### config.mk
export PLATFORM = sky130hd
export DESIGN_NAME = uart_tx_arbiter
export DESIGN_NICKNAME = d
export VERILOG_FILES = /design/src/rtl/uart_tx_arbiter.sv
export SDC_FILE = /design/constraint.sdc
export NUM_CORES = 1
export LEC_CHECK = 0
export ABC_AREA = 1
export BUFFER_PORTS_ARGS = -buffer_cell sky130_fd_sc_hd__buf_2
export CORE_ASPECT_RATIO = 1.25
export CORE_UTILIZATION = 40
export CTS_BUF_LIST = sky130_fd_sc_hd__clkbuf_16
export DETAILED_ROUTE_END_ITERATION = 10
export GPL_ROUTABILITY_DRIVEN = 1
export PLACE_DENSITY = 0.71
export SLEW_MARGIN = 30
export SYNTH_ARGS = -nofsm -noshare
export SYNTH_HDL_FRONTEND = slang
export SYNTH_SLANG_ARGS = --single-unit
### constraint.sdc
create_clock -name clk -period 2.2 [get_ports clk]
set_input_delay 0.22 -clock clk [delete_from_list [all_inputs] [get_ports clk]]
set_output_delay 0.22 -clock clk [all_outputs]
set_load 0.01 [all_outputs]
### src/rtl/uart_tx_arbiter.sv
// Round-robin arbiter that shares one UART transmit path between several
// byte-stream requesters, granting a whole burst at a time with an optional ID header.
module uart_tx_arbiter #(
    parameter int WIDTH_SIZE = 8,
    parameter int NUM_REQ    = 4,
    parameter int HEADER_EN  = 1,
    parameter int MAX_BURST  = 16,
    localparam int GW = (NUM_REQ > 1) ? $clog2(NUM_REQ) : 1,
    localparam int CW = $clog2(MAX_BURST + 1)
) (
    input  logic                          clk,
    input  logic                          reset,
    input  logic [NUM_REQ-1:0]            req_valid,
    input  logic [NUM_REQ*WIDTH_SIZE-1:0] req_data,
    input  logic [NUM_REQ-1:0]            req_last,
    input  logic [NUM_REQ-1:0]            req_err,
    output logic [NUM_REQ-1:0]            req_ready,
    output logic                          tx_valid,
    output logic [WIDTH_SIZE-1:0]         tx_data,
    output logic                          tx_err,
    input  logic                          tx_ready,
    output logic [GW-1:0]                 grant_id,
    output logic                          busy,
    output logic                          trunc
);

    typedef enum logic [1:0] {ST_IDLE, ST_HEADER, ST_PAYLOAD} state_t;

    localparam logic [GW:0] NUM_W = (GW + 1)'(NUM_REQ);

    state_t          state_reg, state_next;
    logic [GW-1:0]   rr_reg, rr_next;
    logic [GW-1:0]   grant_reg, grant_next;
    logic [CW-1:0]   cnt_reg, cnt_next;
    logic            busy_reg;
    logic            trunc_reg, trunc_next;

    logic [WIDTH_SIZE-1:0] lane_data [NUM_REQ];
    logic [NUM_REQ-1:0]    rot;
    logic [NUM_REQ:0]      found;
    logic [GW-1:0]         off_chain [NUM_REQ+1];
    logic [GW:0]           pick_sum;
    logic [GW-1:0]         pick;
    logic                  any_req;
    logic [WIDTH_SIZE-1:0] hdr_byte;
    logic                  hs;
    logic                  at_max;

    // Requests rotated so that bit 0 is the lane the pointer currently favours.
    assign rot = NUM_REQ'({req_valid, req_valid} >> rr_reg);

    assign found[0]     = 1'b0;
    assign off_chain[0] = '0;

    genvar gi;
    generate
        for (gi = 0; gi < NUM_REQ; gi++) begin : g_lane
            assign lane_data[gi]    = req_data[gi*WIDTH_SIZE +: WIDTH_SIZE];
            assign found[gi+1]      = found[gi] | rot[gi];
            assign off_chain[gi+1]  = (rot[gi] && !found[gi]) ? GW'(gi) : off_chain[gi];
        end
    endgenerate

    assign any_req  = found[NUM_REQ];
    assign pick_sum = {1'b0, rr_reg} + {1'b0, off_chain[NUM_REQ]};
    assign pick     = GW'((pick_sum >= NUM_W) ? (pick_sum - NUM_W) : pick_sum);

    assign hdr_byte = {1'b1, {(WIDTH_SIZE-1-GW){1'b0}}, grant_reg};
    assign hs       = req_valid[grant_reg] & tx_ready;
    assign at_max   = (cnt_reg == CW'(MAX_BURST - 1));

    always_comb begin
        state_next = state_reg;
        rr_next    = rr_reg;
        grant_next = grant_reg;
        cnt_next   = cnt_reg;
        trunc_next = 1'b0;
        tx_valid   = 1'b0;
        tx_data    = '0;
        tx_err     = 1'b0;
        req_ready  = '0;
        case (state_reg)
            ST_IDLE: begin
                if (any_req) begin
                    grant_next = pick;
                    cnt_next   = '0;
                    state_next = (HEADER_EN != 0) ? ST_HEADER : ST_PAYLOAD;
                end
            end
            ST_HEADER: begin
                tx_valid = 1'b1;
                tx_data  = hdr_byte;
                if (tx_ready) begin
                    state_next = ST_PAYLOAD;
                end
            end
            ST_PAYLOAD: begin
                tx_valid             = req_valid[grant_reg];
                tx_data              = lane_data[grant_reg];
                tx_err               = req_err[grant_reg];
                req_ready[grant_reg] = tx_ready;
                if (hs) begin
                    cnt_next = cnt_reg + 1'b1;
                    // A last flag on the final allowed byte is a clean end, not a truncation.
                    if (req_last[grant_reg] || at_max) begin
                        state_next = ST_IDLE;
                        rr_next    = (grant_reg == GW'(NUM_REQ - 1)) ? '0 : grant_reg + 1'b1;
                        trunc_next = ~req_last[grant_reg];
                    end
                end
            end
            default: begin
                state_next = ST_IDLE;
            end
        endcase
    end

    always_ff @(posedge clk or negedge reset) begin
        if (!reset) begin
            state_reg <= ST_IDLE;
            rr_reg    <= '0;
            grant_reg <= '0;
            cnt_reg   <= '0;
            busy_reg  <= 1'b0;
            trunc_reg <= 1'b0;
        end else begin
            state_reg <= state_next;
            rr_reg    <= rr_next;
            grant_reg <= grant_next;
            cnt_reg   <= cnt_next;
            busy_reg  <= (state_next != ST_IDLE);
            trunc_reg <= trunc_next;
        end
    end

    assign grant_id = grant_reg;
    assign busy     = busy_reg;
    assign trunc    = trunc_reg;

endmodule

==> results.ini <==
[sta]
slew_violations = 0
fin_skew_ns = 0.000798
relSlewSlack_pct = 72.1
clock.fmax_ghz = 0.518
finalHoldViolCount = 0
min_period_ns = 1.93
fin_ws_ns = 0.269
finalSetupViolations = 0
finalCritPeriodShare_pct = 87.8
rsz0062_at_grt = no
fin_hold_ws_ns = 0.377
setup-tns-final_ns = 0
worst_slew_pin_slew_ns = 0.417

[die]
ioPinCount = 65
fp.dieArea_um2 = 3580
die_y_um = 66.7
die_w_um = 53.7
fp.coreArea_um2 = 3190
row_count = 23
floorplan.initialDensity_pct = 41.9

[synthesis]
synthTopCellsByArea = dfrtp_1, nand2_1, nor2_1
yosysTopAreaCell = dfrtp_1
syn-num-nets = 276
yosysWarnings = 0
synth.avg_cell_area_um2 = 6.14
seq_area_frac_synth_pct = 24.3
synth_top_area_share_pct = 24.3
postSynthCellCount = 218
ys_ff_latch = 13
synth.distinct_cells = 24
syn-cell-area_um2 = 1340

[routing]
vias_per_cell = 4.85
drtIter0Drc = 20
drc = 0
wirelength_mm = 3.55
dr.pass1.iters = 4
num_vias = 1546
antenna_left = 0
wl_per_cell_um = 11.1

[setup_path]
cp.required_ns = 1.98
r2r_slack_ns = 0.35
critPathKind = reg -> out
end_kind = output port
cp_max_fo = 10
crit_path_start_kind = flip-flop
critPathArrivalTime_ns = 1.71

[worst_hold_path]
hold_class = in -> reg

[power]
ir_drop_mv = 0.668
power_mw = 2.13
powerDensity_nw_per_um2 = 1200
p_leak_nw = 0.976

[placed_design]
place_area_um2 = 1680
gp_congestion = 0.842
port_buffers = 64
pre_cts_slack_ns = 0.343
post-dp-hpwl_mm = 2.77
placed_cells = 314

[finish]
nNetsFinal = 341
mostFrequentLayoutCell = buf_2
utilization_pct = 55.4
syn_to_final_growth_pct = 32.4
largest_reg_flops = 5
design_area_um2 = 1770
antenna_cells = 0
drive_gt1_share_pct = 28.4
final_cell_mix = buf_2, nand2_1, nor2_1
final_cell_count_no_fill = 319

[clocking]
tritoncts = done
ctsRootBufferMaster = clkbuf_16
cts_resized = 0
cts_buffers = 3
cts_hold_repair.buffers = 1
postCtsSetupBuffers = 0
clockBufferDepth = 2
htreeDepth = 1
cts.sinks = 13
clkLatencyLatePin_ns = 0.24
clk_pin_slew_ns = 0.04

[global_routing]
grt.total_usage_pct = 20.2
grt-ovfl-total = 0
grt_pass1_vias = 1330
antenna_found_initial = 0
grt_pass1_wl_mm = 5.38
grt_start_max_net_pins = 26

[outcome]
status = finished clean

[flow_run]
max_cap_violations = 0

routing by layer:
layer  share of wire [%]  track usage, %
met3                 7.9            2.74
met1                  42            21.9
met4                0.51            5.92
met5                   0               0
met2                  49            38.6
worst max-delay path: stages, from the launching register on:
cell     delay, ns
dfrtp_1       0.39
inv_1         0.11
ha_1          0.38
nand2_1       0.23
o21ai_0       0.21
buf_2         0.16
worst paths after layout:
| check | startpoint | endpoint | depth (start not counted) |
|---|---|---|---|
| worst min-delay path | tx_ready | state_reg[1] | 5 |
| worst min register to register | cnt_reg[4] | cnt_reg[4] | 2 |
| max in group asynchronous | reset | rr_reg[0] | 2 |
| worst max-delay path | state_reg[0] | tx_valid | 5 |
| min in group asynchronous | reset | cnt_reg[3] | 2 |
| worst max register to register | rr_reg[0] | grant_id[1] | 12 |
where the power goes:
| part | leakage [nW] | internal [mW] | switching (mW) |
|---|---|---|---|
| Sequential | 0.167 | 0.313 | 0.0677 |
| Combinational | 0.767 | 0.518 | 0.902 |
| Clock | 0.0423 | 0.239 | 0.0928 |
| Total | 0.976 | 1.07 | 1.06 |
kinds of logic (layout without fill, tap and decap cells):
group / after synthesis / in the layout / share of synthesized area [%]
AOI/OAI and AO/OA: 43 / 43 / 17.0
and+or+nand+nor: 118 / 118 / 37.1
xor gates and xnor gates: 2 / 2 / 1.31
adders and majority gates: 11 / 11 / 10.3
buffers and inverters: 31 / 95 / 9.92
DFF: 13 / 13 / 24.3
cells in the mapped netlist, drive strengths merged:
master  count
xor2        2
or2         1
a21boi      1
o22ai       3
o21ai      27
inv        22
dfrtp      13
o31ai       1
nand3      19
nor2       41
nand4       1
clkbuf      1
clkinv      1
a21oi      11
ha         11
buf         7
nand2      56
cell type report:
cell class	count	area [um2]
Clock buffer	3	75.1
Clock inverter	1	3.75
Fill cell	334	1420
Inverter	23	87.6
Multi-Input combinational cell	174	880
Sequential cell	13	325
Tap cell	37	46.3
Timing Repair Buffer	68	353
Note: power is estimated with default switching activity, not from simulation.
